$ cat config.mk
export PLATFORM = sky130hd
export DESIGN_NAME = wb_stage
export DESIGN_NICKNAME = d
export VERILOG_FILES = /design/src/rtl/wb_stage.sv
export SDC_FILE = /design/constraint.sdc
export NUM_CORES = 1
export LEC_CHECK = 0
export ABC_AREA = 1
export CORE_ASPECT_RATIO = 1.2
export CORE_UTILIZATION = 47
export CTS_BUF_LIST = sky130_fd_sc_hd__clkbuf_4 sky130_fd_sc_hd__clkbuf_8
export CTS_CLUSTER_DIAMETER = 200
export DETAILED_ROUTE_END_ITERATION = 7
export HOLD_SLACK_MARGIN = 0.08
export PLACE_DENSITY = 0.93
export SETUP_SLACK_MARGIN = 0.05
export SKIP_LAST_GASP = 1
export SLEW_MARGIN = 40
export SYNTH_ARGS = -nofsm -noshare
export SYNTH_HDL_FRONTEND = slang
export SYNTH_SLANG_ARGS = --single-unit
$ cat constraint.sdc
create_clock -name clk -period 3.23 [get_ports clk]
set_input_delay 0.4845 -clock clk [delete_from_list [all_inputs] [get_ports clk]]
set_output_delay 0.4845 -clock clk [all_outputs]
set_load 0.01 [all_outputs]
$ cat src/rtl/wb_stage.sv
// wb_stage: write-back stage completing loads and driving the register file write port (optional WB_TRACE_EN adds trace outputs and retire counter)
module wb_stage #(
  parameter int MEM_TO_WB_WD = 76
) (
  input  logic                    clk,
  input  logic                    resetn,
  input  logic                    mem_to_wb_valid,
  input  logic [MEM_TO_WB_WD-1:0] mem_to_wb_bus,
  output logic                    wb_allowin,
  input  logic                    flush,
  input  logic                    data_sram_data_ok,
  input  logic [31:0]             data_sram_rdata,
  output logic                    rf_we,
  output logic [4:0]              rf_waddr,
  output logic [31:0]             rf_wdata,
  output logic [37:0]             wb_to_id_bus
`ifdef WB_TRACE_EN
  ,
  output logic [31:0]             debug_wb_pc,
  output logic [3:0]              debug_wb_rf_wen,
  output logic [4:0]              debug_wb_rf_wnum,
  output logic [31:0]             debug_wb_rf_wdata,
  output logic [31:0]             retire_cnt
`endif
);
  typedef enum logic [1:0] {IDLE, DONE, WAIT, DISCARD} state_t;
  state_t state, nxt;
  logic        we_r;
  logic [4:0]  waddr_r;
  logic [2:0]  lt_r;
  logic [1:0]  lo_r;
  logic [31:0] wdata_r;
  logic        in_we, in_ld, accept, cap_wait, cap_acc;
  logic [4:0]  in_waddr;
  logic [2:0]  in_lt;
  logic [1:0]  in_lo;
  logic [31:0] in_res, aligned;
  assign in_we    = mem_to_wb_bus[43];
  assign in_waddr = mem_to_wb_bus[42:38];
  assign in_ld    = mem_to_wb_bus[37];
  assign in_lt    = mem_to_wb_bus[36:34];
  assign in_lo    = mem_to_wb_bus[33:32];
  assign in_res   = mem_to_wb_bus[31:0];
  assign wb_allowin = state == IDLE || state == DONE;
  assign accept     = mem_to_wb_valid && wb_allowin && !flush;
  assign cap_acc    = accept && (!in_ld || data_sram_data_ok);
  assign cap_wait   = state == WAIT && data_sram_data_ok && !flush;
  function automatic logic [31:0] align(input logic [2:0] lt, input logic [1:0] lo, input logic [31:0] d);
    logic [7:0]  b;
    logic [15:0] h;
    b = d[{lo, 3'b000} +: 8];
    h = lo[1] ? d[31:16] : d[15:0];
    return lt == 3'd1 ? {{24{b[7]}}, b} :
           lt == 3'd2 ? {24'd0, b} :
           lt == 3'd3 ? {{16{h[15]}}, h} :
           lt == 3'd4 ? {16'd0, h} : d;
  endfunction
  // align returned data using fields of the instruction being accepted or the one waiting
  always_comb begin
    aligned = accept ? align(in_lt, in_lo, data_sram_rdata) : align(lt_r, lo_r, data_sram_rdata);
  end
  // next state: load hold, flush discard, one-cycle DONE per instruction
  always_comb begin
    nxt = state;
    case (state)
      IDLE, DONE: nxt = accept ? ((in_ld && !data_sram_data_ok) ? WAIT : DONE) : IDLE;
      WAIT:       nxt = data_sram_data_ok ? (flush ? IDLE : DONE) : (flush ? DISCARD : WAIT);
      DISCARD:    nxt = data_sram_data_ok ? IDLE : DISCARD;
      default:    nxt = IDLE;
    endcase
  end
  // state register
  always_ff @(posedge clk or negedge resetn) begin
    if (!resetn) state <= IDLE;
    else state <= nxt;
  end
  // field registers captured on transfer; write data captured from result or aligned load data
  always_ff @(posedge clk or negedge resetn) begin
    if (!resetn) begin
      we_r    <= 1'b0;
      waddr_r <= 5'd0;
      lt_r    <= 3'd0;
      lo_r    <= 2'd0;
      wdata_r <= 32'd0;
    end else begin
      if (accept) begin
        we_r    <= in_we;
        waddr_r <= in_waddr;
        lt_r    <= in_lt;
        lo_r    <= in_lo;
      end
      if (cap_acc) wdata_r <= in_ld ? aligned : in_res;
      else if (cap_wait) wdata_r <= aligned;
    end
  end
  assign rf_we        = state == DONE && we_r;
  assign rf_waddr     = waddr_r;
  assign rf_wdata     = wdata_r;
  assign wb_to_id_bus = {rf_we, rf_waddr, rf_wdata};
`ifdef WB_TRACE_EN
  logic [31:0] pc_r;
  // pc of the instruction in WB and count of completed instructions
  always_ff @(posedge clk or negedge resetn) begin
    if (!resetn) begin
      pc_r       <= 32'd0;
      retire_cnt <= 32'd0;
    end else begin
      if (accept) pc_r <= mem_to_wb_bus[75:44];
      if (state == DONE) retire_cnt <= retire_cnt + 32'd1;
    end
  end
  assign debug_wb_pc       = pc_r;
  assign debug_wb_rf_wen   = {4{rf_we}};
  assign debug_wb_rf_wnum  = rf_waddr;
  assign debug_wb_rf_wdata = rf_wdata;
`else
  logic unused_pc;
  assign unused_pc = ^mem_to_wb_bus[75:44];
`endif
endmodule

; Word level (Yosys, flattened, before mapping)
; Index checks and enable logic that the tools add are counted.
; Widths: inputs -> output; s select.
[word_totals]
word_cells = 55
in_bits = 113
output_inout_bits = 77
regBits = 45
[classes]
shift = 2
n_mux = 21
n_eq_ne = 11
reduce_logical = 15
[op_table]
columns = cell, count
row1 = $mux 32, 12
row2 = $shiftx 32x6->8, 2
row3 = $mux 16, 2
row4 = $eq 3x2->1 const B, 4
row5 = $mux 2, 4
row6 = $logic_and 1x1->1, 7
row7 = $eq 3x1->1 const B, 2
row8 = $eq 3x3->1 const B, 2
row9 = $pmux 2 s3, 1
row10 = $eq 2x2->1 const B, 2
row11 = $logic_not 1->1, 3
row12 = $eq 2x1->1 const B, 1
row13 = $logic_not 2->1, 1
row14 = $logic_or 1x1->1, 2
row15 = $mux 1, 2
row16 = $reduce_bool 2->1, 1
row17 = $reduce_or 2->1, 1

; Logic depth before layout (Yosys ltp)
; Gate-level depths: netlist (run 1).
[depth]
ltp_word = 8
depth_mapped = 11
depth_no_buf = 10

; Least setup slack after synthesis (run 1)
; Ideal clock, no wire load.
[synth_path]
path_type = input to register
startpoint = in mem_to_wb_bus[36]
endpoint = reg wdata_r[7], in the netlist rf_wdata[7]
stages = 11
required_time_ns = 3.114
n_path_buf = 1
setup_time_ns = 0.116
slack_ns = 1.752
arrival_ns = 1.362
path_cell_list = inv_1 -> nand3_2 -> nand2_2 -> nand2_1 -> buf_2 -> nand2_1 -> nand3_1 -> nand2_1 -> nand3_1 -> nand2_1 -> nand2_1
[synth_via]
elab_chain_cells = 8
elab_cells_between_ends = 12
cone_classes = eq/ne: 4 / mux: 8
[synth_lines]
columns = element, line_no
row1 = from (decl), 8  ; input logic [MEM_TO_WB_WD-1:0] mem_to_wb_bus,
row2 = $eq 3x3->1, 56  ; lt == 3'd4 ? {16'd0, h} : d;
row3 = $mux 32, 56
row4 = $mux 32, 55  ; lt == 3'd3 ? {{16{h[15]}}, h} :
row5 = $mux 32, 54  ; lt == 3'd2 ? {24'd0, b} :
row6 = $mux 32 *, 53  ; return lt == 3'd1 ? {{24{b[7]}}, b} :
row7 = $mux 32 *, 60  ; aligned = accept ? align(in_lt, in_lo, data_sram_rdata) : align(lt_r, lo_r, data_sram_rdata);
row8 = "$mux 32, on equally long branches", "93, 92"
row9 = $mux 32 *, 92  ; if (cap_acc) wdata_r <= in_ld ? aligned : in_res;
row10 = to (signal assigned), 92
row11 = to (signal assigned), 93  ; else if (cap_wait) wdata_r <= aligned;
row12 = to (decl), 32  ; logic [31:0] wdata_r;
; Mark *: on every way between the ends. The rest lies on a longest branch, timed or not. The select of a mux whose other input is x is not followed.
; A chain may end at the register's enable or synchronous reset.

; Worst setup path after layout (run 1)
[layout_path]
startpoint = in mem_to_wb_valid
endpoint = reg wdata_r[10], in the netlist rf_wdata[10]
[layout_via]
elab_chain_cells = 5
elab_cells_between_ends = 8
cone_classes = mux: 4 / reduce/logical: 4
[layout_lines]
columns = element, line_no
row1 = from (decl), 7  ; input logic mem_to_wb_valid,
row2 = $logic_and 1x1->1 * (2 in series), 45  ; assign accept = mem_to_wb_valid && wb_allowin && !flush;
row3 = $mux 32, 60
row4 = "$mux 32, on equally long branches", "93, 92"
row5 = $mux 32, 92
; Marks and branches as above.

==> insert_results.sql, run 1 <==
INSERT INTO impl_metrics (metric_group, metric, value, unit) VALUES
('worst_setup_path', 'reg2regPathDepth', '8', ''),
('die', 'die_w', '88.9', 'µm'),
('clock_network', 'htreeDepth', '2', ''),
('worst_setup_path', 'slowest_delay', '0.50', 'ns'),
('cells_and_area', 'multi_input_comb_area', '0.00237', 'mm²'),
('logic_synthesis', 'area_fraction_in_and_or_nand_and_nor_cells_after_synthesis', '37.6', '%'),
('sta', 'worst_hold_slack', '0.180', 'ns'),
('logic_synthesis', 'syn_avg_cell_area', '5.94', 'µm²'),
('worst_setup_path', 'timing.critical_path.to_type', 'register', ''),
('sta', 'setup_ws', '1.01', 'ns'),
('power', 'static-leakage-power', '2.86', 'nW'),
('cells_and_area', 'antenna-diode-count', '0', ''),
('logic_synthesis', 'synth.area.mux_share', '0', '%'),
('worst_setup_path', 'cp.required', '3.43', 'ns'),
('power', 'max-vdd-ir-drop', '215', 'µV'),
('cells_and_area', 'final_util', '65.1', '%'),
('global_routing', 'overflow', '0', ''),
('worst_setup_path', 'path_max_fanout', '18', ''),
('sta', 'tightest_slew', '0.729', 'ns'),
('cells_and_area', 'seqCellArea', '0.00113', 'mm²'),
('job', 'maxCapViolations', '0', ''),
('sta', 'final.setup_skew', '0.00374', 'ns'),
('logic_synthesis', 'synthCells', '717', ''),
('power', 'total_power', '2.66', 'mW'),
('sta', 'finalSetupViolations', '0', ''),
('logic_synthesis', 'sequential_cell_area_fraction_in_the_yosys_report', '26.4', '%'),
('cells_and_area', 'drive_above_1_share', '5.15', '%'),
('logic_synthesis', 'mappedNetlistArea', '0.00426', 'mm²'),
('power', 'power.clock.fraction', '17.4', '%'),
('clock_network', 'ctsResizeCount', '0', ''),
('worst_hold_path', 'kind_of_path_behind_the_tightest_hold_check', 'input pin to async pin', ''),
('sta', 'rsz0062_at_grt', 'no', ''),
('drt', 'detailroute.via_count', '4991', ''),
('clock_network', 'num_clock_sinks', '45', ''),
('clock_network', 'postCtsSetupRepairBufs', '0', ''),
('drt', 'antenna_left', '0', ''),
('drt', 'first_pass_iters', '5', ''),
('power', 'switchingPower', '1.01', 'mW'),
('drt', 'route.detailed.wl_per_inst', '14.3', 'µm'),
('drt', 'iter_0_drt_violations', '413', ''),
('place', 'place.detailed.hpwl', '9540', 'µm'),
('die', 'placementRows', '37', ''),
('power', 'switching_portion_of_total_power', '38.0', '%'),
('logic_synthesis', 'yosys.area.top_type_share', '26.4', '%'),
('place', 'placement.setup.worst_slack', '0.706', 'ns'),
('logic_synthesis', 'netlist_cell_types', '30', ''),
('drt', 'route.final.wire_length', '13400', 'µm'),
('global_routing', 'groute.usage.overall', '29.2', '%'),
('sta', 'hold_violations', '0', ''),
('logic_synthesis', 'synth_fp_nets', '830', ''),
('status', 'result_of_the_run', 'completed', ''),
('power', 'power_per_cell_area', '470', 'mW/mm²'),
('logic_synthesis', 'netlist.top_cell.by_area', 'sky130_fd_sc_hd__dfrtp_1', ''),
('logic_synthesis', 'synth_edf_count', '0', ''),
('drt', 'remaining_drc_errors', '0', ''),
('worst_setup_path', 'critical_path.reg2reg.startpoint', 'lo_r[0]', ''),
('die', 'io_pins', '190', ''),
('sta', 'slew-limit-headroom', '51.4', '%'),
('sta', 'final_critical_path_time_including_i_o_delays_and_setup', '2.22', 'ns'),
('logic_synthesis', 'synth.area.top_cells', 'sky130_fd_sc_hd__dfrtp_1 (26%), sky130_fd_sc_hd__nand2_1 (25%), sky130_fd_sc_hd__o21ai_0 (11%)', ''),
('die', 'placeableCoreArea', '0.00870', 'mm²'),
('cells_and_area', 'layout.cells.most_common', 'sky130_fd_sc_hd__nand2_1', ''),
('clock_network', 'cts.path.max_buffers', '2', ''),
('die', 'chipHeight', '106', 'µm'),
('die', 'initial_core_util', '48.9', '%'),
('place', 'io_buffer_count', '157', ''),
('worst_setup_path', 'regToRegEndpoint', 'rf_wdata[16]', ''),
('logic_synthesis', 'post_synth_fa_ha_maj_area_fraction', '0', '%'),
('worst_setup_path', 'cp_data_arrival_time', '2.42', 'ns'),
('worst_setup_path', 'path_cells', 'clkdlybuf4s50_1 > nand2_4 > nor2_8 > nand2_1 > buf_4 > o21ai_0 > inv_1 > nand3_1 > nand2_1', ''),
('clock_network', 'clkLatencyLatePin', '0.31', 'ns');
critical path, delay by kind of cell:
kind,cells,cell delay (ns)
buffers and inverters,3,0.91
and+or+nand+nor,5,0.86
AOI/OAI and AO/OA,1,0.15
through the flow:
stage	cells	cell area [µm²]
after floorplan	717	4260
after global placement	925	5540
after detailed placement	925	5540
after CTS	933	5660
after global routing	933	5660
final	933	5660
how the worst max path moves through the flow:
stage / start / to / slack, ns / cells past startpoint
after floorplan: mem_to_wb_bus[36] / rf_wdata[7] / 1.75 / 11
final: mem_to_wb_valid / rf_wdata[10] / 1.01 / 9
after global placement: mem_to_wb_valid / rf_wdata[14] / 0.72 / 10
after global routing: mem_to_wb_valid / rf_wdata[10] / 0.81 / 9
after CTS: mem_to_wb_valid / rf_wdata[10] / 1.03 / 9
after detailed placement: mem_to_wb_valid / rf_wdata[12] / 0.71 / 8
cells by family (layout without fill, tap and decap cells):
| group | Yosys count | count (layout) |
|---|---|---|
| AO/OA/AOI/OAI | 149 | 149 |
| AND/OR/NAND/NOR | 376 | 376 |
| buffers and inverters | 147 | 246 |
| flip-flops | 45 | 45 |
synthesized netlist by cell type, types with 5 or more instances:
master	instances
sky130_fd_sc_hd__nand2_1	282
sky130_fd_sc_hd__o21ai_0	90
sky130_fd_sc_hd__inv_1	66
sky130_fd_sc_hd__nand3_1	61
sky130_fd_sc_hd__dfrtp_1	45
sky130_fd_sc_hd__buf_4	43
sky130_fd_sc_hd__a21oi_1	34
sky130_fd_sc_hd__o21ai_1	19
sky130_fd_sc_hd__clkbuf_1	14
sky130_fd_sc_hd__nor2_1	13
sky130_fd_sc_hd__buf_2	11
sky130_fd_sc_hd__inv_2	8
sky130_fd_sc_hd__nand2_2	5
metal layers:
metal / vias to the layer above / track usage (%) / part of all wire (%)
met2: 306 / 47.6 / 48
met3: 42 / 4.66 / 9.9
met5: - / 0 / 0
met1: 2201 / 36.3 / 39
met4: 0 / 15.3 / 3.4
li1: 2442 / - / -
layout make-up:
| cell class | instances | area share (%) |
|---|---|---|
| multi-input cells | 525 | 41.9 |
| repair buffers | 163 | 28.5 |
| flip-flops and latches | 45 | 19.9 |
| inverters | 75 | 5.02 |
| well taps | 117 | 2.59 |
| clock buffers | 6 | 1.46 |
| clock inverters | 2 | 0.663 |
state kept, by name, summed over array words and instances, names as in the netlist:
register	cells
rf_waddr	5
we_r	1
lo_r	2
state	2
lt_r	3
rf_wdata	32
power by group through the flow:
| stage | clock [mW] | sequential [mW] | combinational [mW] |
|---|---|---|---|
| detailed placement | 0 | 0.837 | 1.36 |
| global route | 0.488 | 0.846 | 1.51 |
| CTS | 0.474 | 0.828 | 1.37 |
| finish | 0.463 | 0.827 | 1.37 |
| global placement | 0 | 0.831 | 1.33 |
| floorplan | 0 | 0.872 | 0.765 |
Note: power is estimated with default switching activity, not from simulation.
==> run 2: changes to the inputs <==
--- a/config.mk
+++ b/config.mk
@@ -7,12 +7,12 @@
 export LEC_CHECK = 0
 export ABC_AREA = 1
 export CORE_ASPECT_RATIO = 1.2
-export CORE_UTILIZATION = 47
+export CORE_UTILIZATION = 44
 export CTS_BUF_LIST = sky130_fd_sc_hd__clkbuf_4 sky130_fd_sc_hd__clkbuf_8
 export CTS_CLUSTER_DIAMETER = 200
 export DETAILED_ROUTE_END_ITERATION = 7
 export HOLD_SLACK_MARGIN = 0.08
-export PLACE_DENSITY = 0.93
+export PLACE_DENSITY = 0.88
 export SETUP_SLACK_MARGIN = 0.05
 export SKIP_LAST_GASP = 1
 export SLEW_MARGIN = 40
==> constraint.sdc (replaced) <==
create_clock -name clk -period 2.1 [get_ports clk]
set_input_delay 0.315 -clock clk [delete_from_list [all_inputs] [get_ports clk]]
set_output_delay 0.315 -clock clk [all_outputs]
set_load 0.01 [all_outputs]
==> run 2 against run 1 <==
Compared with the run above: sequential power grew 52%; worst setup slack lost 0.78 ns; combinational power grew 59%; largest power group unchanged; sequential share of layout area shrank 0.72 points; critical path depth shrank 1; highest routed layer unchanged; clock power grew 42%; clock-buffer cell count shrank 1; first-iteration DRC count shrank 2.2%; power grew 54%; routed wire length grew 0.32%; global-route usage shrank 1.9 points.
==> insert_results.sql, run 2 (synthesized netlist as in run 1, its figures left out) <==
INSERT INTO impl_metrics (metric_group, metric, value, unit) VALUES
('die', 'design.die.area', '0.0101', 'mm²'),
('clock_network', 'htreeDepth', '2', ''),
('drt', 'route.final.wire_length', '13400', 'µm'),
('drt', 'antenna_left', '0', ''),
('power', 'power.clock.fraction', '16.0', '%'),
('drt', 'drt-vias-per-instance', '5.27', ''),
('clock_network', 'num_clock_sinks', '45', ''),
('global_routing', 'overflow', '0', ''),
('global_routing', 'groute.usage.overall', '27.2', '%'),
('global_routing', 'vias_in_the_first_global_route', '4687', ''),
('cells_and_area', 'largest_register_ffs', '32', ''),
('cells_and_area', 'seqCellArea', '0.00113', 'mm²'),
('clock_network', 'postCtsSetupRepairBufs', '0', ''),
('cells_and_area', 'multi_input_comb_area', '0.00237', 'mm²'),
('sta', 'final_critical_path_time_including_i_o_delays_and_setup', '1.87', 'ns'),
('status', 'result_of_the_run', 'completed', ''),
('worst_setup_path', 'timing.critical_path.slowest_stage_cell', 'sky130_fd_sc_hd__dfrtp_1', ''),
('cells_and_area', 'layout.cells.most_common', 'sky130_fd_sc_hd__nand2_1', ''),
('place', 'place.detailed.hpwl', '10000', 'µm'),
('cells_and_area', 'num-nets-final', '951', ''),
('power', 'switching_portion_of_total_power', '37.7', '%'),
('sta', 'timing.fmax', '534', 'MHz'),
('clock_network', 'clkLatencyLatePin', '0.30', 'ns'),
('drt', 'first_pass_iters', '8', ''),
('drt', 'm1WireLength', '5150', 'µm'),
('worst_setup_path', 'path_max_fanout', '16', ''),
('die', 'placementRows', '38', ''),
('drt', 'met3_wirelength', '1280', 'µm'),
('worst_setup_path', 'crit_path_start_kind', 'register', ''),
('drt', 'remaining_drc_errors', '0', ''),
('sta', 'finalSetupViolations', '0', ''),
('die', 'placeableCoreArea', '0.00922', 'mm²'),
('sta', 'timing_max_transition_violations_final', '0', ''),
('sta', 'final.setup_skew', '0.00447', 'ns'),
('drt', 'detailroute.via_count', '5050', ''),
('cells_and_area', 'drive_above_1_share', '7.52', '%'),
('cells_and_area', 'filler_cell_count', '861', ''),
('die', 'chipHeight', '110', 'µm'),
('worst_setup_path', 'cp_data_arrival_time', '2.06', 'ns'),
('worst_setup_path', 'timing.critical_path.to_type', 'register', ''),
('job', 'maxCapViolations', '0', ''),
('sta', 'setup-tns-final', '0', 'ns'),
('clock_network', 'clk_pin_slew_worst_paths', '0.09', 'ns'),
('clock_network', 'cts-buffers-inserted', '5', ''),
('die', 'io_pins', '190', ''),
('worst_setup_path', 'reg2regPathDepth', '8', ''),
('drt', 'maxUsedRoutingLayer', 'met4', ''),
('global_routing', 'initial_antenna_violation_count', '0', ''),
('sta', 'tightest_slew', '0.386', 'ns'),
('drt', 'met2RoutedLength', '6590', 'µm'),
('power', 'seqPwrFrac', '30.7', '%'),
('cells_and_area', 'antenna-diode-count', '0', ''),
('drt', 'iter_0_drt_violations', '404', ''),
('place', 'io_buffer_count', '157', ''),
('sta', 'hold_violations', '0', ''),
('power', 'max-vdd-ir-drop', '291', 'µV'),
('place', 'gp_congestion', '0.926', ''),
('clock_network', 'cts.path.max_buffers', '2', ''),
('die', 'die_w', '91.8', 'µm'),
('worst_setup_path', 'cp.required', '2.29', 'ns'),
('power', 'power_per_cell_area', '697', 'mW/mm²'),
('sta', 'rsz0062_at_grt', 'no', ''),
('power', 'static-leakage-power', '2.98', 'nW'),
('cells_and_area', 'syn2layout_area_growth', '38.0', '%'),
('sta', 'layout_worst_path_cycle_share', '89.1', '%'),
('worst_hold_path', 'kind_of_path_behind_the_tightest_hold_check', 'register to register', ''),
('clock_network', 'cts-root-buf', 'sky130_fd_sc_hd__clkbuf_8', ''),
('power', 'switchingPower', '1.54', 'mW'),
('power', 'power.internal', '2.55', 'mW'),
('worst_setup_path', 'slowest_delay', '0.42', 'ns'),
('cells_and_area', 'mostFrequentLayoutCells', 'sky130_fd_sc_hd__nand2_1 (282), sky130_fd_sc_hd__clkdlybuf4s50_1 (156), sky130_fd_sc_hd__o21ai_0 (90), sky130_fd_sc_hd__inv_1 (65), sky130_fd_sc_hd__nand3_1 (61)', ''),
('clock_network', 'tritoncts', 'yes', ''),
('die', 'initial_core_util', '46.2', '%'),
('worst_setup_path', 'path_cells', 'inv_1 > nand3_1 > nand2_4 > clkinvlp_4 > nand3_1 > nand2_1 > nand4_1 > nand2_1', ''),
('power', 'comb_power_share', '53.3', '%'),
('power', 'total_power', '4.10', 'mW'),
('worst_hold_path', 'worst_hold_path.num_cells', '2', ''),
('global_routing', 'grt_max_degree', '46', ''),
('cells_and_area', 'final_util', '63.7', '%'),
('drt', 'route.detailed.wl_per_inst', '14.0', 'µm'),
('global_routing', 'global_route_wire_length_before_repair', '22000', 'µm'),
('worst_setup_path', 'critical_path_class', 'register to register', ''),
('sta', 'slew-limit-headroom', '74.2', '%');
[run 2: cell types whose count changed in the layout (fill, tap and decap cells not counted)]
cell and change:
sky130_fd_sc_hd__buf_12 +4, sky130_fd_sc_hd__buf_2 +1, sky130_fd_sc_hd__buf_4 +17, sky130_fd_sc_hd__clkbuf_8 -1, sky130_fd_sc_hd__clkinv_2 +1, sky130_fd_sc_hd__dlygate4sd3_1 +1
sky130_fd_sc_hd__inv_2 -1
[run 2: power by group through the flow]
stage | Clock (mW) | Sequential (mW) | Combinational (mW)
floorplan | 0 | 1.34 | 1.18
global placement | 0 | 1.26 | 2.13
detailed placement | 0 | 1.27 | 2.17
CTS | 0.674 | 1.26 | 2.18
global route | 0.714 | 1.29 | 2.40
finish | 0.656 | 1.26 | 2.18
[run 2: final cells by class]
| class | count | area share (%) |
|---|---|---|
| Inverter | 75 | 4.90 |
| Multi-Input combinational cell | 525 | 40.4 |
| Clock buffer | 5 | 1.17 |
| Clock inverter | 2 | 0.596 |
| Timing Repair Buffer | 186 | 31.3 |
| Tap cell | 120 | 2.55 |
| Sequential cell | 45 | 19.2 |
[run 2: final timing paths]
kind | startpoint | to | slack, ns
min reg2reg | we_r | we_r | 0.49
max | lt_r[2] | rf_wdata[15] | 0.23
max reg2reg | lt_r[2] | rf_wdata[15] | 0.23
min in group asynchronous | resetn | rf_wdata[23] | 0.52
max in group asynchronous | resetn | rf_wdata[12] | 1.36
min | we_r | we_r | 0.49
[run 2: per-layer routing]
layer / global-route usage, % / vias to the layer above
li1: - / 2487
met4: 11.3 / 0
met2: 48.9 / 279
met3: 4.36 / 36
met5: 0 / -
met1: 32.5 / 2248
[run 2: worst max-delay path: cells and delay by family (launching register included)]
kind,cells,cell delay (ns)
and+or+nand+nor,6,0.83
buffers and inverters,2,0.50
DFF,1,0.42
[run 2: stage by stage]
| stage | hold slack [ns] | instances | cell area [µm²] | worst slack [ns] |
|---|---|---|---|---|
| after floorplan | 0.0194 | 717 | 4260 | 0.638 |
| after global placement | 0.313 | 950 | 5760 | 0.118 |
| after detailed placement | 0.318 | 950 | 5760 | 0.0871 |
| after CTS | 0.494 | 958 | 5870 | 0.251 |
| after global routing | 0.538 | 958 | 5880 | 0.113 |
| final | 0.489 | 958 | 5880 | 0.229 |
[run 2: what timing repair did]
action                                 in CTS  in global routing
hold buffers                                1                  0
endpoints found under the hold margin      45                  0
gates resized for setup                     0                  1
setup endpoints to repair                   0                  1
==> run 3: changes to the inputs <==
--- a/config.mk
+++ b/config.mk
@@ -6,6 +6,7 @@
 export NUM_CORES = 1
 export LEC_CHECK = 0
 export ABC_AREA = 1
+export CAP_MARGIN = 20
 export CORE_ASPECT_RATIO = 1.2
 export CORE_UTILIZATION = 44
 export CTS_BUF_LIST = sky130_fd_sc_hd__clkbuf_4 sky130_fd_sc_hd__clkbuf_8
@@ -14,6 +15,7 @@
 export HOLD_SLACK_MARGIN = 0.08
 export PLACE_DENSITY = 0.88
 export SETUP_SLACK_MARGIN = 0.05
+export SKIP_CTS_REPAIR_TIMING = 1
 export SKIP_LAST_GASP = 1
 export SLEW_MARGIN = 40
 export SYNTH_ARGS = -nofsm -noshare
==> results of run 3 <==
Same layout as run 2: the final DEF is identical, and so are final timing and power.
Main changes from that run: met3 usage 4.36% -> 4.43%
